$ cat config.mk
export PLATFORM = sky130hd
export DESIGN_NAME = if_stage
export DESIGN_NICKNAME = d
export VERILOG_FILES = /design/src/rtl/if_stage_pkg.sv /design/src/rtl/if_stage_pc_reg.sv /design/src/rtl/if_stage.sv
export SDC_FILE = /design/constraint.sdc
export NUM_CORES = 1
export LEC_CHECK = 0
export CAP_MARGIN = 20
export CORE_UTILIZATION = 53
export CTS_BUF_LIST = sky130_fd_sc_hd__clkbuf_16
export DETAILED_ROUTE_END_ITERATION = 16
export GPL_TIMING_DRIVEN = 0
export PLACE_DENSITY_LB_ADDON = 0.12
export SETUP_SLACK_MARGIN = 0.2
export SLEW_MARGIN = 30
export SYNTH_ARGS = -nofsm -noshare
export SYNTH_HDL_FRONTEND = slang
export SYNTH_HIERARCHICAL = 1
export SYNTH_SLANG_ARGS = --single-unit
export TNS_END_PERCENT = 50
$ cat constraint.sdc
create_clock -name clock -period 2.95 [get_ports clock]
set_input_delay 0.885 -clock clock [delete_from_list [all_inputs] [get_ports clock]]
set_output_delay 0.885 -clock clock [all_outputs]
set_load 0.005 [all_outputs]
$ cat src/rtl/if_stage_pkg.sv
// Shared constants and state encoding for the instruction-fetch stage.
// Also carries the codebase-wide ENABLE/VALID flags.
package if_stage_pkg;
    localparam logic        ENABLE       = 1'b1;
    localparam logic        VALID        = 1'b1;
    localparam logic [31:0] RESET_VECTOR = 32'h0000_0000;
    localparam logic [31:0] NOP_WORD     = 32'h0000_0000;
    localparam logic [31:0] PC_INC       = 32'd4;
    localparam logic [31:0] ALIGN_MASK   = 32'hFFFF_FFFC;

    typedef enum logic [1:0] {
        ST_FETCH = 2'd0,
        ST_HOLD  = 2'd1,
        ST_DRAIN = 2'd2
    } fetch_state_e;
endpackage

$ cat src/rtl/if_stage_pc_reg.sv
// pc_reg: fetch PC register with sequential increment and word-aligned redirect.
// A redirect always wins over an advance in the same cycle.
module if_stage_pc_reg
    import if_stage_pkg::*;
(
    input  logic        clock,
    input  logic        reset,
    input  logic        redirect,
    input  logic [31:0] redirect_target,
    input  logic        advance,
    output logic [31:0] fetch_pc
);

    always_ff @(posedge clock or negedge reset) begin
        if (!reset) begin
            fetch_pc <= RESET_VECTOR;
        end else if (redirect) begin
            fetch_pc <= redirect_target & ALIGN_MASK;
        end else if (advance) begin
            fetch_pc <= fetch_pc + PC_INC;
        end
    end

endmodule

$ cat src/rtl/if_stage.sv
// Instruction-fetch stage: one outstanding memory request, a one-entry skid
// buffer for stalls, and flush handling that drains a stale request.
//
//   state    | meaning
//   ---------+------------------------------------------------------------
//   ST_FETCH | request outstanding at fetch_pc
//   ST_HOLD  | fetched word parked in buffer while ID stalls; no request
//   ST_DRAIN | waiting for the ack of a request abandoned by a flush
module if_stage
    import if_stage_pkg::*;
(
    input  logic        clock,
    input  logic        reset,
    input  logic        stall,
    input  logic        flush,
    input  logic [31:0] flush_target,
    output logic        imem_req,
    output logic [31:0] imem_addr,
    input  logic        imem_ack,
    input  logic [31:0] imem_data,
    output logic [31:0] program_counter,
    output logic [31:0] instruction,
    output logic        valid
);

    fetch_state_e state;
    logic [31:0]  fetch_pc;
    logic [31:0]  buf_pc;
    logic [31:0]  buf_ins;
    logic [31:0]  drain_addr;
    logic         pc_advance;

    assign pc_advance = (state == ST_FETCH) && imem_ack && !flush;

    if_stage_pc_reg u_pc_reg (
        .clock           (clock),
        .reset           (reset),
        .redirect        (flush),
        .redirect_target (flush_target),
        .advance         (pc_advance),
        .fetch_pc        (fetch_pc)
    );

    // The address must stay on the abandoned request until its ack shows up.
    assign imem_req  = (state != ST_HOLD) ? ENABLE : ~ENABLE;
    assign imem_addr = (state == ST_DRAIN) ? drain_addr : fetch_pc;

    always_ff @(posedge clock or negedge reset) begin
        if (!reset) begin
            state           <= ST_FETCH;
            program_counter <= RESET_VECTOR;
            instruction     <= NOP_WORD;
            valid           <= 1'b0;
            buf_pc          <= 32'h0;
            buf_ins         <= NOP_WORD;
            drain_addr      <= 32'h0;
        end else begin
            case (state)
                ST_FETCH: begin
                    if (flush) begin
                        valid       <= 1'b0;
                        instruction <= NOP_WORD;
                        if (!imem_ack) begin
                            state      <= ST_DRAIN;
                            drain_addr <= fetch_pc;
                        end
                    end else if (imem_ack) begin
                        if (stall) begin
                            buf_pc  <= fetch_pc;
                            buf_ins <= imem_data;
                            state   <= ST_HOLD;
                        end else begin
                            program_counter <= fetch_pc;
                            instruction     <= imem_data;
                            valid           <= VALID;
                        end
                    end else if (!stall) begin
                        valid       <= 1'b0;
                        instruction <= NOP_WORD;
                    end
                end
                ST_HOLD: begin
                    if (flush) begin
                        valid       <= 1'b0;
                        instruction <= NOP_WORD;
                        buf_pc      <= 32'h0;
                        buf_ins     <= NOP_WORD;
                        state       <= ST_FETCH;
                    end else if (!stall) begin
                        program_counter <= buf_pc;
                        instruction     <= buf_ins;
                        valid           <= VALID;
                        state           <= ST_FETCH;
                    end
                end
                ST_DRAIN: begin
                    if (flush) begin
                        valid       <= 1'b0;
                        instruction <= NOP_WORD;
                    end
                    if (imem_ack) begin
                        state <= ST_FETCH;
                    end
                end
                default: state <= ST_FETCH;
            endcase
        end
    end

endmodule

# Word level (Yosys, flattened, before mapping)
# Index checks and enable logic that the tools add are counted.
# totals
reg_bits	195
latchBits	0
ramBits	0
romBits	0
inputBits	69
output_inout_bits	98
word_cells	82
memories	0
# classes
n_addsub	1
multipliers	0
div_mod_pow	0
magnitude_cmp	0
n_eq_ne	18
shift	0
n_mux	41
n_bitwise	1
n_reduce_logical	13
# op_table
op	n
32-bit 2-to-1 mux	21
32-bit case mux with 2 select lines	3
32-bit case mux with 3 select lines	1
32-bit by 3-bit adder with 32-bit output (second input constant)	1
2-bit != test (second input constant)	9
3-bit != test (second input constant)	5
2-bit 2-to-1 mux	7
5-bit AND reduction	2
1-bit 2-to-1 mux	7
2-bit case mux with 3 select lines	1
3-bit AND reduction	2
6-bit AND reduction	1
4-bit != test (second input constant)	1
4-bit AND reduction	1
2-bit nonzero test	2
1-bit case mux with 3 select lines	1
3-bit nonzero test	1
2-bit by 1-bit == test with 1-bit output (second input constant)	1
2-bit == test (second input constant)	1
1-bit logical AND	2
2-bit zero test	1
2-bit by 1-bit != test with 1-bit output (second input constant)	1
1-bit zero test	1
1-bit inverter	1

# Depth between registers and ports, before layout
# depth
ltp_word	5
ltp_mapped	10
ltp_nobuf	7

# Hierarchy
# The synthesis kept the hierarchy.
# modules_own_cells
module	instances	cells_each	area_each_um2	seq_area_each_um2
if_stage	1	712	7602.3	4078.9
if_stage_pc_reg	1	198	1811.7	750.7

# Least setup slack after synthesis
# No wires, ideal clock.
# synth_timing
path_type	input to register
startpoint	in flush
endpoint	reg u_pc_reg.fetch_pc[31]
setup_ps	82
arrival_ps	2653
required_ps	2868
slack_ps	215
stages	9
path_buffers	3
path_cell_list	buf_2 > inv_1 > and3_1 > and4_1 > buf_6 > nand4_4 > buf_6 > or4_1 > a31oi_1
# synth_via
elab_chain_len	3
word_cells_on_any_way	4
classes_between	mux (1); reduce/logical (3)
# synth_lines
element	line_no	source
from (decl)	if_stage.sv:15	input logic flush,
1-bit zero test	if_stage.sv:33	assign pc_advance = (state == ST_FETCH) && imem_ack && !flush;
1-bit logical AND	if_stage.sv:33	
via pc_advance	if_stage.sv:31	logic pc_advance;
2-bit nonzero test (no source line)	n/a	
to (signal assigned)	if_stage_pc_reg.sv:18	fetch_pc <= redirect_target & ALIGN_MASK;
to (signal assigned)	if_stage_pc_reg.sv:20	fetch_pc <= fetch_pc + PC_INC;
to (decl)	if_stage_pc_reg.sv:11	output logic [31:0] fetch_pc
# The timed path passes the listed nets, and every way through them passes these cells.
# A chain may end at the register's enable or synchronous reset.

# Worst setup path after layout
# layout_timing
startpoint	reg state[1]
endpoint	out imem_addr[10]
# layout_via
elab_chain_len	2
# layout_lines
element	line_no	source
from (decl)	if_stage.sv:26	fetch_state_e state;
from (signal assigned)	if_stage.sv:50	state <= ST_FETCH;
from (signal assigned)	if_stage.sv:64	state <= ST_DRAIN;
from (signal assigned)	if_stage.sv:71	state <= ST_HOLD;
2-bit == test	if_stage.sv:46	assign imem_addr = (state == ST_DRAIN) ? drain_addr : fetch_pc;
32-bit 2-to-1 mux	if_stage.sv:46	
to (decl)	if_stage.sv:18	output logic [31:0] imem_addr,
# Every way passes these cells.

==> flow_summary.json <==
{
  "clk_root_buffer_cell": "sky130_fd_sc_hd__clkbuf_16",
  "power.ir.vdd_worst_mv": 0.5426,
  "worstReg2RegEnd": "u_pc_reg/fetch_pc[30]",
  "layout_commonest_cell": "sky130_fd_sc_hd__dfrtp_1",
  "die_width_um": 135.3,
  "gp_congestion": 0.8268,
  "htree_num_levels": 4,
  "cts.sinks": 193,
  "drt_iter0_drc": 606,
  "clk_path_buf_depth": 2,
  "switching_power_share_of_the_total": 0.3309,
  "filler_cells": 1311,
  "largest_net_degree_at_the_start_of_global_routing": 89,
  "critical_path_peak_fanout": 5,
  "grt_setup_unrepaired": "yes",
  "crit_required_ps": 2070,
  "drt_wl_total_mm": 24.23,
  "clkPwrFrac": 0.220,
  "number_of_maximum_capacitance_violations": 0,
  "sequentialPowerShare": 0.368,
  "outcome": "finished, final reports clean",
  "fmax_mhz": 349.1,
  "finalHoldViolations": 0,
  "areaGrowthSynthToFinish_pct": 31.33,
  "post_cts_hold_buffer_count": 0,
  "grt_first_pass_wirelength_mm": 38.44,
  "placement.io_buffers": 163,
  "critical_path_origin": "state[1]",
  "clk_transition_reported_paths_ps": 70,
  "dieArea_mm2": 0.01830,
  "final_min_period_over_clock_period": 0.9711,
  "syn_area_mm2": 0.009414,
  "p_per_area_mw_per_mm2": 923.2,
  "timing.critical_path.cells": "ha_4 > clkbuf_16 > buf_12 > buf_8 > buf_16 > mux2_4 > buf_6",
  "r2r.worst_path.cells": 9,
  "worst_slack_placed_ps": -784.4,
  "timing.critical_path.to_type": "output port",
  "synth_top_flop_cell": "sky130_fd_sc_hd__dfrtp_1",
  "regToRegStartpoint": "state[1]",
  "numPlacedInstances": 1301,
  "instances_no_fill": 1349,
  "synthArstFlopShare": 1.000,
  "first_global_vias": 7413,
  "critical_path_sink": "imem_addr[10]",
  "leakagePower_nw": 5.367,
  "antenna_left": 0,
  "die-height_um": 135.3,
  "avgSynthCellArea_um2": 10.35,
  "crit_path_top_delay_cell": "sky130_fd_sc_hd__dfrtp_1",
  "clock_tree_from_tritoncts": "done",
  "ys_seq_area_frac": 0.5130,
  "yosys_warnings": 6,
  "layout.cells.most_common_list": "sky130_fd_sc_hd__dfrtp_1, sky130_fd_sc_hd__nand2_1, sky130_fd_sc_hd__clkdlybuf4s50_1",
  "grt_use_total": 0.2728,
  "yosys.cell_types.count": 51,
  "remaining_drc_errors": 0,
  "timing.reg2reg.setup_slack_ps": 290,
  "wire_per_inst_um": 17.96,
  "finalMaxSlewViolations": 0,
  "switchingPower_mw": 3.776,
  "clock_latency_ps": 430,
  "placement_rows": 48,
  "setup.worst_path.start_class": "flip-flop",
  "fp.coreArea_mm2": 0.01730,
  "data_arrival_time_of_the_critical_path_ps": 1980,
  "synth_enable_flop_cells": 0,
  "timing_worst_setup_path_type": "flip-flop to output port",
  "worst_clock_skew_ps": 10.50,
  "power_frac_comb": 0.412,
  "drive_above_1_share": 0.2073,
  "timing.critical_path.slowest_cell_delay_ps": 420,
  "cts_buf_count": 17,
  "fin_util": 0.7148,
  "detail_route.first_pass.iterations": 7,
  "setup_ws_ps": 85.37,
  "timing.final.setup_violations": 0,
  "cellInternalPower_mw": 7.638,
  "dp.final_hpwl_mm": 15.98,
  "diodes": 0,
  "gr-total-overflow": 0,
  "post_synth_inst_count": 910,
  "nNetsFinal": 1188,
  "synth-seq-cells": 193,
  "floorplan.initialDensity": 0.5443,
  "vias": 7682,
  "num_io_pins": 167,
  "initial_antenna_violation_count": 0,
  "final_period_minus_worst_setup_slack_ps": 2865,
  "route.detailed.vias_per_inst": 5.695,
  "min-delay-path-class": "primary input to async pin"
}
kinds of logic after synthesis:
group	count (synthesis)	share of synthesized area
adders and majority gates	7	0.009303
and+or+nand+nor	302	0.1602
other	1	0.0003983
DFF	193	0.5130
AOI/OAI and AO/OA	219	0.1446
buffers and inverters	79	0.04931
xor gates and xnor gates	10	0.009304
muxes	99	0.1139
worst min-delay path by stage:
stage | cells after the start | endpoint | startpoint | slack, ps
6_report | 1 | drain_addr[25] | reset | 290
5_1_grt | 1 | drain_addr[25] | reset | 290
4_1_cts | 1 | drain_addr[25] | reset | 280
3_5_place_dp | 2 | program_counter[27] | program_counter[27] | 470
3_3_place_gp | 2 | instruction[31] | instruction[31] | 460
2_1_floorplan | 2 | buf_pc[11] | buf_pc[11] | 450
layout make-up:
| type | count | area, µm² | area share |
|---|---|---|---|
| Sequential cell | 193 | 4831 | 0.3907 |
| Multi-Input combinational cell | 639 | 4227 | 0.3419 |
| Timing Repair Buffer | 182 | 1868 | 0.1511 |
| Buffer | 71 | 488.0 | 0.03947 |
| Clock buffer | 17 | 425.4 | 0.03441 |
| Tap cell | 225 | 281.5 | 0.02277 |
| Clock inverter | 14 | 212.7 | 0.01720 |
| Inverter | 8 | 30.03 | 0.002429 |
stage by stage:
stage               setup TNS, ps  hold slack, ps  power [mW]  cell area, µm²
floorplan                       0           448.3       6.582            9418
global placement         -1384680           460.7       8.316           11330
detailed placement         -20350           467.6       8.442           11390
CTS                             0           282.6       11.30           12270
global route                    0           286.0       12.07           12360
finish                          0           289.6       11.41           12360
power by group through the flow:
stage | sequential, mW | combinational [mW] | clock, mW
2_1_floorplan | 4.08 | 2.50 | 0
3_3_place_gp | 4.18 | 4.13 | 0
3_5_place_dp | 4.21 | 4.23 | 0
4_1_cts | 4.18 | 4.58 | 2.54
5_1_grt | 4.31 | 5.12 | 2.64
6_report | 4.20 | 4.71 | 2.51
Yosys cell counts (3+ instances only):
library cell	n	area [µm²]
sky130_fd_sc_hd__clkbuf_2	4	20.02
sky130_fd_sc_hd__o21ai_0	107	535.5
sky130_fd_sc_hd__buf_2	29	145.1
sky130_fd_sc_hd__or4_1	13	97.59
sky130_fd_sc_hd__a22oi_1	31	232.7
sky130_fd_sc_hd__inv_1	8	30.03
sky130_fd_sc_hd__a31oi_1	15	93.84
sky130_fd_sc_hd__nor2_1	18	67.56
sky130_fd_sc_hd__buf_6	12	135.1
sky130_fd_sc_hd__ha_1	7	87.58
sky130_fd_sc_hd__nand3_1	10	50.05
sky130_fd_sc_hd__o21ai_2	20	175.2
sky130_fd_sc_hd__clkbuf_1	17	63.81
sky130_fd_sc_hd__mux2_2	65	732.0
sky130_fd_sc_hd__nor4_1	3	18.77
sky130_fd_sc_hd__nand4_1	10	62.56
sky130_fd_sc_hd__and4_1	4	35.03
sky130_fd_sc_hd__o21ai_1	18	90.09
sky130_fd_sc_hd__xor2_1	8	70.07
sky130_fd_sc_hd__nand2_1	157	589.3
sky130_fd_sc_hd__mux2i_1	34	340.3
sky130_fd_sc_hd__buf_4	7	52.55
sky130_fd_sc_hd__dfrtp_1	193	4830
sky130_fd_sc_hd__o31ai_1	12	90.09
sky130_fd_sc_hd__and3_1	4	25.02
sky130_fd_sc_hd__nand2b_1	66	412.9
flip-flops by register name, indices dropped and copies added, names as in the netlist:
register           cells
state                  2
drain_addr            32
valid                  1
buf_ins               32
program_counter       32
u_pc_reg/fetch_pc     30
instruction           32
buf_pc                32
what timing repair did:
item / 4_1_cts / 5_1_grt
cloned: 3 / 0
pin swaps: 1 / 1
setup buffers: 14 / 0
resized for setup: 143 / 41
endpoints found under the setup margin: 54 / 50
critical path: cells and delay by family, from the launching register on:
kind / cells / cell delay [ps]
muxes: 1 / 300
DFF: 1 / 420
adders and majority gates: 1 / 180
buffers and inverters: 5 / 650
metal layers:
metal / GRT usage / share of wire
met2: 0.4513 / 0.49
met3: 0.04602 / 0.051
met1: 0.3640 / 0.43
met5: 0 / 0
met4: 0.09238 / 0.021
No activity file was read; power rests on OpenSTA's default activity.
